--- src/rtl/instr_queue_if.sv ---
// Fetch/decode handshake bundle for the instruction queue.
interface instr_queue_if #(
    parameter int unsigned DEPTH = 8
);
    localparam int unsigned CNT_W = $clog2(DEPTH) + 1;

    logic [127:0]     fetch_instr_pc;
    logic             write_fifo;
    logic             jump;
    logic             stop_fetch;
    logic             rd_valid;
    logic             rd_ready;
    logic [127:0]     rd_bundle;
    logic [CNT_W-1:0] count;
    logic             overflow_err;

    // Front-end side: fetch, branch unit and decode
    modport master (
        output fetch_instr_pc, write_fifo, jump, rd_ready,
        input  stop_fetch, rd_valid, rd_bundle, count, overflow_err
    );

    // Queue side
    modport slave (
        input  fetch_instr_pc, write_fifo, jump, rd_ready,
        output stop_fetch, rd_valid, rd_bundle, count, overflow_err
    );
endinterface

--- src/rtl/instr_queue.sv ---
// Dual-issue instruction bundle queue between fetch and decode.
// DEPTH must be a power of two >= 4; AFULL_SLACK in 1..DEPTH-1.
// Bundle layout: [31:0] pc0, [63:32] instr0, [95:64] pc1, [127:96] instr1.
module instr_queue #(
    parameter int unsigned DEPTH       = 8,
    parameter int unsigned AFULL_SLACK = 2
) (
    input  logic            clk,
    input  logic            rst,
    instr_queue_if.slave    q
);
    localparam int unsigned PTR_W    = $clog2(DEPTH);
    localparam int unsigned CNT_W    = PTR_W + 1;
    localparam int unsigned STOP_LVL = DEPTH - AFULL_SLACK;

    logic [127:0]     mem [DEPTH];
    logic [PTR_W-1:0] wr_ptr;
    logic [PTR_W-1:0] rd_ptr;
    logic [CNT_W-1:0] count_q;
    logic             stop_q;
    logic             ovf_q;

    logic             full_c;
    logic             pop_c;
    logic             push_c;
    logic             drop_c;
    logic             store_c;
    logic [CNT_W-1:0] count_next_c;
    logic             stop_next_c;

    // Handshake decode and next occupancy; a pop frees the slot a full-queue push reuses
    always_comb begin
        full_c       = (count_q == CNT_W'(DEPTH));
        pop_c        = (count_q != '0) && q.rd_ready;
        push_c       = q.write_fifo && (!full_c || pop_c);
        drop_c       = q.write_fifo && full_c && !pop_c;
        store_c      = push_c && !q.jump && !rst;
        count_next_c = count_q + CNT_W'(push_c) - CNT_W'(pop_c);
        stop_next_c  = (count_next_c >= CNT_W'(STOP_LVL));
    end

    // Pointers, occupancy and back-pressure; flush beats push/pop
    always_ff @(posedge clk) begin
        if (rst) begin
            wr_ptr  <= '0;
            rd_ptr  <= '0;
            count_q <= '0;
            stop_q  <= 1'b0;
        end else if (q.jump) begin
            wr_ptr  <= '0;
            rd_ptr  <= '0;
            count_q <= '0;
            stop_q  <= 1'b0;
        end else begin
            if (push_c) begin
                wr_ptr <= wr_ptr + PTR_W'(1);
            end
            if (pop_c) begin
                rd_ptr <= rd_ptr + PTR_W'(1);
            end
            count_q <= count_next_c;
            stop_q  <= stop_next_c;
        end
    end

    // Sticky drop flag; a flush-time push is discarded silently
    always_ff @(posedge clk) begin
        if (rst) begin
            ovf_q <= 1'b0;
        end else if (drop_c && !q.jump) begin
            ovf_q <= 1'b1;
        end
    end

    // Bundle storage; contents are don't-care after reset so no reset here
    always_ff @(posedge clk) begin
        if (store_c) begin
            mem[wr_ptr] <= q.fetch_instr_pc;
        end
    end

    assign q.rd_valid     = (count_q != '0);
    assign q.rd_bundle    = mem[rd_ptr];
    assign q.count        = count_q;
    assign q.stop_fetch   = stop_q;
    assign q.overflow_err = ovf_q;

endmodule

--- src/flat_wrapper.sv ---
// flat-port wrapper written by rule: the top's interface ports become plain ports
module instr_queue_flat 
#(
    parameter int unsigned DEPTH       = 8,
    parameter int unsigned AFULL_SLACK = 2
)
  (clk, rst, q_fetch_instr_pc, q_write_fifo, q_jump, q_rd_ready, q_stop_fetch, q_rd_valid, q_rd_bundle, q_count, q_overflow_err);
  instr_queue_if #(.DEPTH(DEPTH)) q_i ();
  input  logic clk;
  input  logic rst;
  input wire logic [$bits(q_i.fetch_instr_pc)-1:0] q_fetch_instr_pc;
  input wire logic [$bits(q_i.write_fifo)-1:0] q_write_fifo;
  input wire logic [$bits(q_i.jump)-1:0] q_jump;
  input wire logic [$bits(q_i.rd_ready)-1:0] q_rd_ready;
  output wire logic [$bits(q_i.stop_fetch)-1:0] q_stop_fetch;
  output wire logic [$bits(q_i.rd_valid)-1:0] q_rd_valid;
  output wire logic [$bits(q_i.rd_bundle)-1:0] q_rd_bundle;
  output wire logic [$bits(q_i.count)-1:0] q_count;
  output wire logic [$bits(q_i.overflow_err)-1:0] q_overflow_err;
  assign q_i.fetch_instr_pc = q_fetch_instr_pc;
  assign q_i.write_fifo = q_write_fifo;
  assign q_i.jump = q_jump;
  assign q_i.rd_ready = q_rd_ready;
  assign q_stop_fetch = q_i.stop_fetch;
  assign q_rd_valid = q_i.rd_valid;
  assign q_rd_bundle = q_i.rd_bundle;
  assign q_count = q_i.count;
  assign q_overflow_err = q_i.overflow_err;
  instr_queue #(.DEPTH(DEPTH), .AFULL_SLACK(AFULL_SLACK)) u_core (.clk(clk), .rst(rst), .q(q_i));
endmodule
--- config.mk ---
export PLATFORM = sky130hd
export DESIGN_NAME = instr_queue_flat
export DESIGN_NICKNAME = d
export VERILOG_FILES = /design/src/rtl/instr_queue_if.sv /design/src/rtl/instr_queue.sv /design/src/flat_wrapper.sv
export SDC_FILE = /design/constraint.sdc
export NUM_CORES = 1
export LEC_CHECK = 0
export ABC_AREA = 1
export CORE_MARGIN = 2
export CORE_UTILIZATION = 46
export DETAILED_ROUTE_END_ITERATION = 16
export PLACE_DENSITY = 0.73
export SLEW_MARGIN = 15
export SYNTH_ARGS = -nofsm -noshare
export SYNTH_HDL_FRONTEND = slang
export SYNTH_SLANG_ARGS = --single-unit
--- constraint.sdc ---
create_clock -name clk -period 9.95 [get_ports clk]
set_clock_uncertainty 0.2 [all_clocks]
set_input_delay 1.99 -clock clk [delete_from_list [all_inputs] [get_ports clk]]
set_output_delay 1.99 -clock clk [all_outputs]
set_load 0.02 [all_outputs]
==> impl_metrics.csv, run 1 <==
group,metric,value,unit
status,outcome,"finished, final reports clean",
synthesis,synthCells,2988,
synthesis,seq_area_frac_synth,77.7,%
cts,clk-insertion-delay-late,0.64,ns
finish,layout_common_cells,"1024 x edfxtp_1, 525 x nor2_1, 509 x o21ai_0",
cts,postCtsResizedCells,0,
floorplan,start_util,46.2,%
cts,cts_tree,"done",
drt,drc,0,
synthesis,synth_top_cell_area_share,76.9,%
cts,numCtsBuffers,103,
cts,cts_root_buf,"clkbuf_16",
timing,whs,0.258,ns
synthesis,yosys_warnings,0,
timing,min_period_over_period,64.1,%
finish,postLayoutCellArea,47000,um2
worst_setup_path,arrival,4.19,ns
cts,htreeDepth,3,
cts,cts_setup_buffers,0,
finish,nNetsFinal,3335,
drt,num_vias,24800,
power,p_per_area,227,nW/um2
worst_setup_path,worstPathRequired,7.76,ns
grt,grt_usage,20.2,%
worst_setup_path,regToRegSetupSlack,6.23,ns
drt,drt-vias-per-instance,5.57,
drt,drt_iter0_drc,2335,
worst_setup_path,worstPathMaxFanout,255,
worst_setup_path,r2r_start,"u_core.q.count[2]$_SDFF_PP0_",
placed_design,place_congestion,0.736,
finish,area_delta_synth_final,17.6,%
placed_design,hpwlAfterDp,43100,um
run,drv_cap,0,
worst_hold_path,hold_start,"u_core.rd_ptr[2]$_SDFFE_PP0P_",
grt,grt_max_degree,256,
worst_setup_path,end_kind,"output pin",
timing,setup_tns,0,ns
floorplan,coreArea,86500,um2
grt,grt_antenna_before_repair,10,
floorplan,fp.dieArea,89300,um2
worst_hold_path,whs_path_depth,2,
worst_setup_path,r2r-end,"u_core.mem[6][85]$_DFFE_PP_",
worst_hold_path,hold_class,"reg2reg",
synthesis,synth.cell_area,40000,um2
placed_design,portBuffers,267,
power,peakVddDrop,202,uV
cts,cts_max_path_buffers,3,
timing,fmaxAchievable,157,MHz
timing,worstMarginPinSlew,1.19,ns
finish,final_common_cell,"edfxtp_1",
drt,first_pass_iters,5,
synthesis,avgSynthCellArea,13.4,um2
drt,wl_per_cell,20.8,um
drt,ant_nets,0,
worst_setup_path,reg2regPathDepth,11,
synthesis,ys_ff_latch,1039,
drt,drt-total-wl,92200,um
placed_design,placed_area,43600,um2
synthesis,netlist_top_cells_area,"edfxtp_1 77%, o21ai_0 6.4%, nor2_1 5.0%",
worst_setup_path,startpoint_type,"flip-flop",
synthesis,syn-num-nets,3130,
synthesis,synth_top_cell_by_area,"edfxtp_1",
grt,grt_pass1_vias,24300,
floorplan,die_x,299,um
power,power_leakage,15.7,nW
floorplan,die_h,299,um
timing,rsz0062_at_grt,"false",
cts,cts.reportedPaths.clkPinSlew,0.06,ns
finish,drive_gt1_share,5.91,%
grt,grt_pass1_wl,139000,um
floorplan,rows,108,
worst_setup_path,criticalPathCategory,"reg2out",
floorplan,pin_count,268,
timing,min_period,6.38,ns
grt,grt_overflow,0,
timing,drv_slew,0,
cts,clock-sinks,1039,
timing,slew_headroom,20.8,%
cts,holdBufCountCts,0,
timing,final-setup-viol-count,0,
synthesis,yosys.cell_types.count,23,
timing,hold_viol_final,0,
-- critical path, stage by stage, from the launching register on --
cell and delay [ns]:
dfxtp_4 0.58, inv_16 0.66, buf_4 0.96, o21ai_0 0.19, o22ai_1 0.17, nand2_1 0.07
nand2_1 0.13, clkdlybuf4s50_1 0.66
-- registers in the layout, indices dropped and copies added, names as in the netlist, named ones only --
| signal | flops |
|---|---|
| u_core.q.stop_fetch | 1 |
| u_core.q.count | 4 |
| u_core.mem | 1024 |
| u_core.wr_ptr | 3 |
| u_core.q.overflow_err | 1 |
| u_core.rd_ptr | 3 |
-- layout make-up --
class	instances	area, um2
multi-input cells	1730	7970
well taps	1155	1450
flip-flops and latches	1039	31100
inverters	21	105
clock inverters	62	663
diodes	6	15.0
clock buffers	134	2770
repair buffers	298	2980
fillers	6957	39500
-- cell families (layout without fill, tap and decap cells) --
logic type               Yosys count  count (layout)  share of synthesized area (%)
AND/OR/NAND/NOR                  943             943                           8.90
AO/OA/AOI/OAI                    776             776                           10.5
buffers and inverters            219             515                           2.57
flip-flops                      1039            1039                           77.7
adder cells (fa/ha/maj)            9               9                          0.300
XOR/XNOR                           2               2                         0.0438
other                              0               6                              0
-- per-stage QoR --
stage / utilization [%] / power [mW] / worst slack, ns / instances
after global routing: 54.3 / 11.1 / 3.21 / 4443
after global placement: 50.4 / 6.86 / 4.27 / 4243
after floorplan: - / 6.16 / 1.25 / 2988
after CTS: 54.3 / 10.7 / 3.51 / 4439
final: 54.3 / 10.7 / 3.57 / 4445
after detailed placement: 50.4 / 6.89 / 4.19 / 4243
-- metal layers --
layer | up-vias | global-route usage [%] | wire length, um | share of wire (%)
met3 | 137 | 3.52 | 6780 | 7.3
met4 | 12 | 6.15 | 1870 | 2.0
met2 | 908 | 33.4 | 44700 | 48
met1 | 12300 | 27.5 | 38900 | 42
li1 | 11400 | - | - | -
met5 | - | 0 | 72 | 0.078
-- power breakdown --
part           leakage (nW)  internal, mW  total [mW]  switching, mW
sequential             9.35          4.87        4.91         0.0379
clock                  1.66          2.24        3.85           1.61
combinational          4.69         0.696        1.90           1.20
total                  15.7          7.80        10.7           2.85
-- how the worst max path moves through the flow --
stage | from | endpoint | cells past startpoint
2_1_floorplan | q_jump | u_core.mem[3][0]$_DFFE_PP_ | 4
3_3_place_gp | rst | u_core.mem[6][88]$_DFFE_PP_ | 6
3_5_place_dp | rst | u_core.mem[6][87]$_DFFE_PP_ | 6
4_1_cts | flip-flop | q_rd_bundle[101] | 7
5_1_grt | flip-flop | q_rd_bundle[101] | 7
6_report | flip-flop | q_rd_bundle[101] | 7
-- synth_stat cells (all sizes together) --
| master | number |
|---|---|
| nand4 | 1 |
| ha | 8 |
| nor3b | 1 |
| buf | 92 |
| o21ai | 514 |
| nand3b | 1 |
| edfxtp | 1024 |
| xor2 | 2 |
| nor2 | 533 |
| inv | 21 |
| nand3 | 8 |
| fa | 1 |
| o31ai | 1 |
| nand2 | 399 |
| a21oi | 4 |
| clkbuf | 106 |
| dfxtp | 15 |
| o22ai | 257 |
Note: power is estimated with default switching activity, not from simulation.
==> inputs of run 2 (changes only) <==
--- a/config.mk
+++ b/config.mk
@@ -9,7 +9,7 @@
 export CORE_MARGIN = 2
 export CORE_UTILIZATION = 46
 export DETAILED_ROUTE_END_ITERATION = 16
-export PLACE_DENSITY = 0.73
+export PLACE_DENSITY = 0.75
 export SLEW_MARGIN = 15
 export SYNTH_ARGS = -nofsm -noshare
 export SYNTH_HDL_FRONTEND = slang
==> constraint.sdc (replaced) <==
create_clock -name clk -period 5.25 [get_ports clk]
set_clock_uncertainty 0.2 [all_clocks]
set_input_delay 1.05 -clock clk [delete_from_list [all_inputs] [get_ports clk]]
set_output_delay 1.05 -clock clk [all_outputs]
set_load 0.02 [all_outputs]
==> run 2 against run 1 <==
  * Die area stayed put
  * Hold slack better by 0.028 ns
  * Design area increased by 1.1%
  * Sequential cell count unchanged
  * Critical path depth shrank 1
  * Register-to-register slack worse by 3.9 ns
  * Global-route usage decreased by 0.14 points
  * Non-clock buffer count increased by 21
  * Setup slack lost 2.8 ns
  * Power up 92%
  * Critical path type unchanged
  * Largest cell class unchanged
==> impl_metrics.csv, run 2 (synthesized netlist as in run 1, its figures left out) <==
group,metric,value,unit
status,outcome,"finished, final reports clean",
timing,min_period,4.44,ns
timing,slew_headroom,27.5,%
worst_setup_path,worstPathMaxFanout,200,
floorplan,die_h,299,um
placed_design,placed_area,44000,um2
power,internal-power,14.9,mW
floorplan,fp.dieArea,89300,um2
power,clock_power_share,36.5,%
grt,grt_max_degree,201,
finish,drive_gt1_share,6.78,%
timing,drv_slew,0,
placed_design,place_congestion,0.755,
timing,worstMarginPinSlew,1.09,ns
finish,layout_common_cells,"1024 x edfxtp_1, 525 x nor2_1, 509 x o21ai_0",
power,p_per_area,430,nW/um2
drt,drt-vias-per-instance,5.55,
placed_design,post-place-cells,4264,
cts,cts_max_path_buffers,3,
cts,postCtsResizedCells,0,
worst_setup_path,startpoint_type,"flip-flop",
worst_hold_path,hold_start,"u_core.rd_ptr[2]$_SDFFE_PP0P_",
grt,grt_pass1_vias,24300,
worst_setup_path,end_kind,"output pin",
timing,fmaxAchievable,225,MHz
timing,final-setup-viol-count,0,
cts,cts_root_buf,"clkbuf_16",
power,peakVddDrop,340,uV
worst_setup_path,slowest_delay,0.60,ns
drt,drt_iter0_drc,2566,
floorplan,coreArea,86500,um2
worst_hold_path,hold_class,"reg2reg",
finish,final_common_cell,"edfxtp_1",
cts,numCtsBuffers,104,
timing,min_period_over_period,84.5,%
cts,cts.reportedPaths.clkPinSlew,0.06,ns
placed_design,portBuffers,267,
worst_setup_path,cp_cell_sequence,"buf_12 -> o21ai_0 -> o22ai_1 -> nand2_1 -> nand2_1 -> clkdlybuf4s50_1",
finish,instances_no_fill,4464,
finish,fillers,6817,
finish,largest_register_ffs,1024,
grt,grt_pass1_wl,139000,um
grt,grt_usage,20.0,%
finish,nNetsFinal,3357,
worst_setup_path,arrival,3.19,ns
worst_setup_path,r2r_start,"u_core.q.count[2]$_SDFF_PP0_",
placed_design,hpwlAfterDp,46500,um
timing,rsz0062_at_grt,"false",
drt,ant_nets,0,
grt,grt_antenna_before_repair,11,
drt,wl_per_cell,20.4,um
floorplan,start_util,46.2,%
run,drv_cap,0,
worst_setup_path,cpMostUsedCell,"nand2_1",
power,p_comb_share,18.1,%
cts,clk-insertion-delay-late,0.65,ns
finish,top_register,"u_core.mem",
timing,hold_viol_final,0,
power,switchingPower,5.47,mW
drt,drt-total-wl,91100,um
cts,holdBufCountCts,0,
finish,postLayoutCellArea,47500,um2
cts,cts_setup_buffers,0,
drt,drc,0,
floorplan,rows,108,
power,swShare,26.8,%
cts,clock-sinks,1039,
floorplan,pin_count,268,
finish,area_delta_synth_final,18.8,%
power,power_leakage,15.9,nW
power,p_seq_share,45.5,%
floorplan,die_x,299,um
drt,num_vias,24800,
cts,cts_tree,"done",
worst_setup_path,worstPathRequired,4.00,ns
grt,grt_overflow,0,
worst_setup_path,criticalPathCategory,"reg2out",
worst_setup_path,critPathSlowestCell,"clkdlybuf4s50_1",
cts,htreeDepth,3,
power,total_power,20.4,mW
drt,first_pass_iters,6,
run 2: final timing paths:
kind	endpoint	slack, ns	cells past startpoint
hold / removal	flip-flop	0.29	2
hold reg to reg	flip-flop	0.29	2
setup reg to reg	u_core.mem[6][94]$_DFFE_PP_	2.32	10
setup / recovery	q_rd_bundle[115]	0.81	6
run 2: area by class of cell:
class                           instances  area, um2  share of cell area (%)
Sequential cell                      1039      31100                    65.4
Inverter                               21        105                   0.221
Antenna cell                            4       10.0                  0.0211
Timing Repair Buffer                  319       3430                    7.21
Tap cell                             1155       1450                    3.04
Clock buffer                          124       2700                    5.68
Clock inverter                         72        798                    1.68
Multi-Input combinational cell       1730       7970                    16.8
run 2: layer usage:
metal | GRT usage, % | part of all wire (%) | vias up
li1 | - | - | 11400
met1 | 28.1 | 43 | 12300
met2 | 32.5 | 48 | 889
met3 | 3.51 | 7.2 | 132
met4 | 5.48 | 1.8 | 18
met5 | 0 | 0.12 | -
run 2: power groups by stage:
stage	logic, mW	registers (mW)	clock network, mW
after floorplan	2.21	9.46	0
after global placement	3.62	9.45	0
after detailed placement	3.68	9.46	0
after CTS	3.70	9.28	7.57
after global routing	4.05	9.29	7.89
final	3.69	9.28	7.44
run 2: metrics by stage:
stage               utilization (%)  TNS [ns]  hold WS (ns)  setup WS [ns]
global route                   54.9         0         0.314          0.667
global placement               50.9         0         0.257           1.46
floorplan                         -   -196.71         0.233         -0.384
detailed placement             50.9         0         0.272           1.49
CTS                            54.9         0         0.286          0.821
finish                         54.9         0         0.285          0.811
run 2: worst max-delay path, delay by kind of cell, from the launching register on:
kind / cells / cell delay, ns
simple gates: 2 / 0.16
compound gates: 2 / 0.47
buf+inv: 2 / 1.06
flops: 1 / 0.46
